<file path="config.mk">
export PLATFORM = sky130hd
export DESIGN_NAME = alu_arbiter_flat
export DESIGN_NICKNAME = d
export VERILOG_FILES = /design/src/rtl/alu_arbiter_if.sv /design/src/rtl/alu_arbiter.sv /design/src/flat_wrapper.sv
export SDC_FILE = /design/constraint.sdc
export NUM_CORES = 1
export LEC_CHECK = 0
export ABC_AREA = 0
export CAP_MARGIN = 30
export CELL_PAD_IN_SITES_DETAIL_PLACEMENT = 2
export CELL_PAD_IN_SITES_GLOBAL_PLACEMENT = 2
export CORE_UTILIZATION = 16
export CTS_BUF_LIST = sky130_fd_sc_hd__clkbuf_8 sky130_fd_sc_hd__clkbuf_16
export CTS_CLUSTER_DIAMETER = 120
export DETAILED_ROUTE_END_ITERATION = 7
export PLACE_DENSITY_LB_ADDON = 0.1
export SLEW_MARGIN = 5
export SYNTH_ARGS = -nofsm -noshare
export SYNTH_HDL_FRONTEND = slang
export SYNTH_SLANG_ARGS = --single-unit
</file>
<file path="constraint.sdc">
create_clock -name clk -period 1.7 [get_ports clk]
set_input_delay 0.255 -clock clk [delete_from_list [all_inputs] [get_ports clk]]
set_output_delay 0.255 -clock clk [all_outputs]
set_load 0.02 [all_outputs]
</file>
<file path="src/rtl/alu_arbiter_if.sv">
// Handshake and shared-ALU bundle between the arbiter and its environment.
// The slave side is the arbiter. The master side is the two requesters
// together with the shared combinational ALU.
interface alu_arbiter_if #(
    parameter int DATA_W = 32,
    parameter int SEL_W  = 5
);
    logic              req0_valid;
    logic              req0_ready;
    logic [DATA_W-1:0] req0_op1;
    logic [DATA_W-1:0] req0_op2;
    logic [SEL_W-1:0]  req0_sel;

    logic              req1_valid;
    logic              req1_ready;
    logic [DATA_W-1:0] req1_op1;
    logic [DATA_W-1:0] req1_op2;
    logic [SEL_W-1:0]  req1_sel;

    logic              resp0_valid;
    logic              resp0_ready;
    logic [DATA_W-1:0] resp0_data;

    logic              resp1_valid;
    logic              resp1_ready;
    logic [DATA_W-1:0] resp1_data;

    logic [DATA_W-1:0] alu_op1;
    logic [DATA_W-1:0] alu_op2;
    logic [SEL_W-1:0]  alu_sel;
    logic [DATA_W-1:0] alu_res;

    logic              prio;

    modport slave (
        input  req0_valid, req0_op1, req0_op2, req0_sel,
        input  req1_valid, req1_op1, req1_op2, req1_sel,
        input  resp0_ready, resp1_ready, alu_res,
        output req0_ready, req1_ready,
        output resp0_valid, resp0_data, resp1_valid, resp1_data,
        output alu_op1, alu_op2, alu_sel, prio
    );

    modport master (
        output req0_valid, req0_op1, req0_op2, req0_sel,
        output req1_valid, req1_op1, req1_op2, req1_sel,
        output resp0_ready, resp1_ready, alu_res,
        input  req0_ready, req1_ready,
        input  resp0_valid, resp0_data, resp1_valid, resp1_data,
        input  alu_op1, alu_op2, alu_sel, prio
    );
endinterface

</file>
<file path="src/rtl/alu_arbiter.sv">
// Two-port round-robin arbiter that shares one combinational ALU.
// The granted request drives the ALU in the same cycle. The result is captured
// into that requester's response slot, so a result appears one cycle after
// acceptance. Aggregate throughput is one operation per cycle.
module alu_arbiter #(
    parameter int DATA_W = 32,
    parameter int SEL_W  = 5
) (
    input  logic         clk,
    input  logic         rst_n,
    alu_arbiter_if.slave bus
);
    logic              prio_q, prio_d;
    logic              resp0_valid_q, resp0_valid_d;
    logic              resp1_valid_q, resp1_valid_d;
    logic [DATA_W-1:0] resp0_data_q, resp0_data_d;
    logic [DATA_W-1:0] resp1_data_q, resp1_data_d;

    logic              elig0, elig1;
    logic              grant0, grant1;

    // Eligibility and grant. A full slot that is not draining blocks its
    // requester. Nothing is granted while reset is held.
    always_comb begin
        elig0  = bus.req0_valid && (!resp0_valid_q || bus.resp0_ready);
        elig1  = bus.req1_valid && (!resp1_valid_q || bus.resp1_ready);
        grant0 = rst_n && elig0 && (!elig1 || !prio_q);
        grant1 = rst_n && elig1 && (!elig0 ||  prio_q);
    end

    // Steer the granted operands onto the shared ALU. When idle, drive an ADD of zeros.
    always_comb begin
        bus.alu_op1 = '0;
        bus.alu_op2 = '0;
        bus.alu_sel = '0;
        if (grant0) begin
            bus.alu_op1 = bus.req0_op1;
            bus.alu_op2 = bus.req0_op2;
            bus.alu_sel = bus.req0_sel;
        end else if (grant1) begin
            bus.alu_op1 = bus.req1_op1;
            bus.alu_op2 = bus.req1_op2;
            bus.alu_sel = bus.req1_sel;
        end
    end

    // Next state. Priority flips away from the winner. A slot loads on grant,
    // which also covers a drain in the same cycle, and otherwise clears on drain.
    always_comb begin
        prio_d        = prio_q;
        resp0_valid_d = resp0_valid_q;
        resp1_valid_d = resp1_valid_q;
        resp0_data_d  = resp0_data_q;
        resp1_data_d  = resp1_data_q;

        if (grant0) begin
            prio_d = 1'b1;
        end else if (grant1) begin
            prio_d = 1'b0;
        end

        if (grant0) begin
            resp0_valid_d = 1'b1;
            resp0_data_d  = bus.alu_res;
        end else if (resp0_valid_q && bus.resp0_ready) begin
            resp0_valid_d = 1'b0;
        end

        if (grant1) begin
            resp1_valid_d = 1'b1;
            resp1_data_d  = bus.alu_res;
        end else if (resp1_valid_q && bus.resp1_ready) begin
            resp1_valid_d = 1'b0;
        end
    end

    // State registers. Asynchronous reset discards any pending responses.
    always_ff @(posedge clk or negedge rst_n) begin
        if (!rst_n) begin
            prio_q        <= 1'b0;
            resp0_valid_q <= 1'b0;
            resp1_valid_q <= 1'b0;
            resp0_data_q  <= '0;
            resp1_data_q  <= '0;
        end else begin
            prio_q        <= prio_d;
            resp0_valid_q <= resp0_valid_d;
            resp1_valid_q <= resp1_valid_d;
            resp0_data_q  <= resp0_data_d;
            resp1_data_q  <= resp1_data_d;
        end
    end

    // Output drive.
    always_comb begin
        bus.req0_ready  = grant0;
        bus.req1_ready  = grant1;
        bus.resp0_valid = resp0_valid_q;
        bus.resp1_valid = resp1_valid_q;
        bus.resp0_data  = resp0_data_q;
        bus.resp1_data  = resp1_data_q;
        bus.prio        = prio_q;
    end
endmodule
</file>
<file path="src/flat_wrapper.sv">
// flat-port wrapper written by rule: the top's interface ports become plain ports
module alu_arbiter_flat 
#(
    parameter int DATA_W = 32,
    parameter int SEL_W  = 5
)
  (clk, rst_n, bus_req0_valid, bus_req0_op1, bus_req0_op2, bus_req0_sel, bus_req1_valid, bus_req1_op1, bus_req1_op2, bus_req1_sel, bus_resp0_ready, bus_resp1_ready, bus_alu_res, bus_req0_ready, bus_req1_ready, bus_resp0_valid, bus_resp0_data, bus_resp1_valid, bus_resp1_data, bus_alu_op1, bus_alu_op2, bus_alu_sel, bus_prio);
  alu_arbiter_if #(.DATA_W(DATA_W), .SEL_W(SEL_W)) bus_i ();
  input  logic clk;
  input  logic rst_n;
  input wire logic [$bits(bus_i.req0_valid)-1:0] bus_req0_valid;
  input wire logic [$bits(bus_i.req0_op1)-1:0] bus_req0_op1;
  input wire logic [$bits(bus_i.req0_op2)-1:0] bus_req0_op2;
  input wire logic [$bits(bus_i.req0_sel)-1:0] bus_req0_sel;
  input wire logic [$bits(bus_i.req1_valid)-1:0] bus_req1_valid;
  input wire logic [$bits(bus_i.req1_op1)-1:0] bus_req1_op1;
  input wire logic [$bits(bus_i.req1_op2)-1:0] bus_req1_op2;
  input wire logic [$bits(bus_i.req1_sel)-1:0] bus_req1_sel;
  input wire logic [$bits(bus_i.resp0_ready)-1:0] bus_resp0_ready;
  input wire logic [$bits(bus_i.resp1_ready)-1:0] bus_resp1_ready;
  input wire logic [$bits(bus_i.alu_res)-1:0] bus_alu_res;
  output wire logic [$bits(bus_i.req0_ready)-1:0] bus_req0_ready;
  output wire logic [$bits(bus_i.req1_ready)-1:0] bus_req1_ready;
  output wire logic [$bits(bus_i.resp0_valid)-1:0] bus_resp0_valid;
  output wire logic [$bits(bus_i.resp0_data)-1:0] bus_resp0_data;
  output wire logic [$bits(bus_i.resp1_valid)-1:0] bus_resp1_valid;
  output wire logic [$bits(bus_i.resp1_data)-1:0] bus_resp1_data;
  output wire logic [$bits(bus_i.alu_op1)-1:0] bus_alu_op1;
  output wire logic [$bits(bus_i.alu_op2)-1:0] bus_alu_op2;
  output wire logic [$bits(bus_i.alu_sel)-1:0] bus_alu_sel;
  output wire logic [$bits(bus_i.prio)-1:0] bus_prio;
  assign bus_i.req0_valid = bus_req0_valid;
  assign bus_i.req0_op1 = bus_req0_op1;
  assign bus_i.req0_op2 = bus_req0_op2;
  assign bus_i.req0_sel = bus_req0_sel;
  assign bus_i.req1_valid = bus_req1_valid;
  assign bus_i.req1_op1 = bus_req1_op1;
  assign bus_i.req1_op2 = bus_req1_op2;
  assign bus_i.req1_sel = bus_req1_sel;
  assign bus_i.resp0_ready = bus_resp0_ready;
  assign bus_i.resp1_ready = bus_resp1_ready;
  assign bus_i.alu_res = bus_alu_res;
  assign bus_req0_ready = bus_i.req0_ready;
  assign bus_req1_ready = bus_i.req1_ready;
  assign bus_resp0_valid = bus_i.resp0_valid;
  assign bus_resp0_data = bus_i.resp0_data;
  assign bus_resp1_valid = bus_i.resp1_valid;
  assign bus_resp1_data = bus_i.resp1_data;
  assign bus_alu_op1 = bus_i.alu_op1;
  assign bus_alu_op2 = bus_i.alu_op2;
  assign bus_alu_sel = bus_i.alu_sel;
  assign bus_prio = bus_i.prio;
  alu_arbiter #(.DATA_W(DATA_W), .SEL_W(SEL_W)) u_core (.clk(clk), .rst_n(rst_n), .bus(bus_i));
endmodule
</file>
---- Yosys cells after proc, flatten, opt, wreduce, memory -nomap -nowiden ----
Cells that the tools add are included.
storage, ports and cells
  output and inout port bits .............. 138
  input bits .............................. 176
  register bits after elaboration ......... 67
  logic and storage cells ................. 37
cells by class
  muxes and demuxes ....................... 12
  reduce and logical (&&, ||, !) cells .... 20
operators with widths
  cell                number
  32-bit two-way mux  4
  5-bit two-way mux   2
  1-bit logical AND   8
  1-bit two-way mux   6
  2-bit nonzero test  3
  1-bit logical NOT   5
  1-bit logical OR    4

---- Logic depth before layout (Yosys ltp) ----
  depth after elaboration ................. 8
  depth in mapped cells ................... 7
  gate-level depth less buffers ........... 3

---- Worst setup path before layout ----
Ideal clock, no wire load.
  path kind ............................... flip-flop to output port
  from .................................... register u_core.resp1_valid_q (netlist: u_core.bus.resp1_valid)
  to ...................................... output port bus_alu_op2[25]
  cell stages (with the launch flop) ...... 8
  arrival time ............................ 1.686 ns
  setup slack ............................. -0.241 ns
  required time ........................... 1.445 ns
  path buffers ............................ 4
  cells stage by stage .................... dfrtp_1 -> nor2b_4 -> buf_6 -> a211o_1 -> buf_2 -> buf_6 -> buf_6 -> o22ai_1
on the way
  longest elaborated chain between the ends .. 7
  elaborated cells on any way between the ends .. 10
  classes of those cells .................. mux (2); reduce/logical (8)
RTL lines
  what                                                     line                                  text
  start: declaration                                       alu_arbiter.sv:15                     logic resp1_valid_q, resp1_valid_d;
  start signal: assignment                                 alu_arbiter.sv:88                     resp1_valid_q <= resp1_valid_d;
  1-bit logical NOT *                                      alu_arbiter.sv:26                     elig1 = bus.req1_valid && (!resp1_valid_q || bus.resp1_ready);
  1-bit logical OR *                                       alu_arbiter.sv:26
  1-bit logical AND *                                      alu_arbiter.sv:26
  1-bit logical AND or 1-bit logical NOT (tied branches)   alu_arbiter.sv:28, alu_arbiter.sv:27
  1-bit logical AND or 1-bit logical OR (tied branches)    alu_arbiter.sv:28, alu_arbiter.sv:27
  32-bit two-way mux or 1-bit logical AND (tied branches)  alu_arbiter.sv:40, alu_arbiter.sv:27
  32-bit two-way mux *                                     alu_arbiter.sv:36                     if (grant0) begin
  end: declaration                                         flat_wrapper.sv:29                    output wire logic [$bits(bus_i.alu_op2)-1:0] bus_alu_op2;
Mark *: on every way between the ends. The rest lies on a longest branch, timed or not.

---- Final worst setup path ----
  from .................................... register u_core.resp0_valid_q (netlist: u_core.bus.resp0_valid)
  to ...................................... output port bus_alu_op2[14]
on the way
  longest elaborated chain between the ends .. 8
  elaborated cells on any way between the ends .. 10
  classes of those cells .................. mux (2); reduce/logical (8)
RTL lines
  what                      line               text
  start: declaration        alu_arbiter.sv:14  logic resp0_valid_q, resp0_valid_d;
  start signal: assignment  alu_arbiter.sv:87  resp0_valid_q <= resp0_valid_d;
  1-bit logical NOT *       alu_arbiter.sv:25  elig0 = bus.req0_valid && (!resp0_valid_q || bus.resp0_ready);
  1-bit logical OR *        alu_arbiter.sv:25
  1-bit logical AND *       alu_arbiter.sv:25
  1-bit logical NOT         alu_arbiter.sv:28  grant1 = rst_n && elig1 && (!elig0 || prio_q);
  1-bit logical OR          alu_arbiter.sv:28
  1-bit logical AND         alu_arbiter.sv:28
  32-bit two-way mux        alu_arbiter.sv:40  end else if (grant1) begin
  32-bit two-way mux *      alu_arbiter.sv:36
Marked as above.

==> impl_metrics.toml <==
[synthesis]
synth-edff-count = 0
synth.area.top_cells = "dfrtp_1 (43%), mux2_4 (18%), nand2_1 (14%)"
synth_ff_type = "dfrtp_1"
synthCells = 393
async_flop_share_pct = 100.0
ys_warn_count = 0
syn_nets = 569
yosysTopAreaCellShare_pct = 43.18
yosys.area.top_type = "dfrtp_1"
avgSynthCellArea_um2 = 9.879
synth_commonest_cells = "nand2_1 (141), o22ai_1 (69), dfrtp_1 (67), mux2_4 (46), clkbuf_1 (20)"
synth_area_mm2 = 0.003882
synth.most_common_cell = "nand2_1"
seq_area_frac_synth_pct = 43.18
ys_seq_elements = 67
synth.distinct_cells = 20

[run]
max-cap-violations = 0

[sta]
fin_ws_ns = -0.3875
maxSlewViolCount = 0
worst_pin_slew_ns = 0.5637
final_hold_viol_count = 0
rsz0062_at_grt = "true"
tns_ns = -25.43
slew_headroom_pct = 62.42
clock.fmax_mhz = 479.0
period_needed_ns = 2.088
finalCritPeriodShare_pct = 122.8
setup_viol = 133
fin_skew_ns = 0.01155

[cts]
clk_latency_ns = 0.33
htree_levels = 3
clkSinkCount = 67
numCtsBuffers = 9
cts_buffer_depth = 2
cts_tree = "yes"
cts.reportedPaths.clkPinSlew_ns = 0.06
cts-root-buf = "clkbuf_16"

[setup_path]
critPathLaunch = "u_core.bus.resp0_valid"
rr_startpoint = "u_core.bus.resp1_valid"
cp.required_ns = 1.44
arrival_ns = 1.83
cp-end-kind = "output pin"
critical_path_class = "flop to output pin"
crit_fanout = 6
start_kind = "flop"

[final_layout]
multi_input_area_mm2 = 0.002972
regArea_mm2 = 0.001679
fin_area_mm2 = 0.009906
finalNonFillerCells = 1088
final_net_count = 938
drive_gt1_share_pct = 40.73
n_fill_cell = 2412
final_util_pct = 41.95
syn_to_final_growth_pct = 155.1

[floorplan]
die-area_mm2 = 0.02489
die_w_um = 157.8
core_mm2 = 0.02361
rows = 56
io_pins = 314
start_util_pct = 16.44
die_y_um = 157.8

[place]
gp_congestion = 0.7208
dpl-instance-area_mm2 = 0.008371
place_inst = 1028
place_ws_ns = -0.9352
portBuffers = 313
dp_hpwl_um = 16090

[outcome]
failed_checks = "setup timing"
outcome = "finished with violations"

[route]
dr.pass1.iters = 4
viasPerCell = 4.237
first_iter_violations = 83
wl_per_cell_um = 20.76
drt-met1-wl_um = 8369
wl_met3_um = 2067
drc = 0
highest_layer = "met4"
drtAntennaViolNets = 0
wl_um = 22590
num_vias = 4610
dr_wl_met2_um = 11850

[global_route]
grt_use_total_pct = 17.45
grt_pass1_wl_um = 32050
grt_max_degree = 47
overflow = 0
first_global_vias = 5193
antenna_found_initial = 3

[power_and_ir_drop]
leakage_nw = 3.965
peakVddDrop_uv = 612.8
p_per_area_mw_per_mm2 = 943.7

[hold_path]
hp-class = "input port to asynchronous set/reset pin"
==> stage by stage <==
step | total power [W] | hold slack [ns]
final | 0.009348 | 0.01533
after global routing | 0.009806 | 0.01944
after CTS | 0.009338 | 0.01993
after detailed placement | 0.006719 | 0.3079
after global placement | 0.006630 | 0.3032
after floorplan | 0.004502 | -0.04059
==> routing by layer <==
layer,global-route usage [%],up-vias
li1,-,2127
met1,19.29,2283
met2,31.40,181
met3,6.762,19
met4,3.560,0
met5,0,-
==> worst paths after layout <==
path / to / slack (ns) / cells after the start
max: bus_alu_op2[14] / -0.39 / 8
min: u_core.bus.resp1_data[6] / 0.02 / 2
max reg2reg: u_core.bus.resp1_data[1] / -0.08 / 7
min reg2reg: u_core.bus.resp0_data[0] / 0.51 / 1
max in group asynchronous: u_core.bus.resp1_data[10] / 1.10 / 3
min in group clk: u_core.bus.resp0_valid / 0.44 / 3
==> registers in the layout (all words and copies together) (netlist names) <==
register and count:
u_core.bus.resp0_data 32, u_core.bus.resp1_data 32, u_core.bus.prio 1, u_core.bus.resp0_valid 1, u_core.bus.resp1_valid 1
==> worst max-delay path, stage by stage, from the launching register on <==
cell and delay, ns:
dfrtp_1 0.40, nand2b_4 0.13, buf_12 0.11, o211ai_4 0.10, buf_12 0.18, buf_12 0.15
buf_12 0.13, o22ai_4 0.15, buf_6 0.14
==> final cells by class <==
cell class,count,area share (%)
clock inverter,5,0.5558
tap,319,4.029
inverter,1,0.03789
sequential,67,16.95
multi-input combinational,288,30.00
timing repair buffer,395,45.94
antenna,3,0.07579
clock buffer,10,2.413
==> cells by family (layout without fill, tap and decap cells) <==
| family | after synthesis | in the layout | synth area share, % |
|---|---|---|---|
| flops | 67 | 67 | 43.18 |
| other cells | 0 | 3 | 0 |
| compound gates | 75 | 76 | 12.70 |
| buf+inv | 39 | 411 | 5.962 |
| mux | 64 | 64 | 23.01 |
| simple gates | 148 | 148 | 15.15 |
==> power by group <==
part	switching, W	internal, W	total (W)
sequential	0.000279	0.00204	0.00232
combinational	0.00228	0.00289	0.00517
clock	0.000697	0.00116	0.00186
total	0.00326	0.00609	0.00935
==> repair_timing <==
| item | 4_1_cts | 5_1_grt |
|---|---|---|
| pin swaps | 28 | 6 |
| resized for setup | 492 | 31 |
| buffers inserted | 16 | 10 |
| cloned | 12 | 5 |
| endpoints found under the hold margin | 5 | 0 |
| setup endpoints to repair | 104 | 120 |
| hold buffers | 2 | 0 |
==> placed cells by master (no fill, tap or decap), types with 2 or more instances in the layout <==
cell	Yosys	layout
clkdlybuf4s50_1	0	237
diode_2	0	3
o22ai_4	0	64
a211o_4	0	2
mux2_4	46	54
o21ai_0	2	2
dlygate4sd2_1	0	4
o22ai_2	0	5
buf_8	0	8
clkbuf_16	0	14
buf_4	0	21
inv_1	1	2
buf_6	10	81
buf_16	0	9
mux2_2	17	10
buf_12	0	28
dlygate4sd3_1	0	2
dfrtp_1	67	65
dfrtp_2	0	2
nor2b_4	1	2
nand2_1	141	140
No activity file was read; power rests on OpenSTA's default activity.
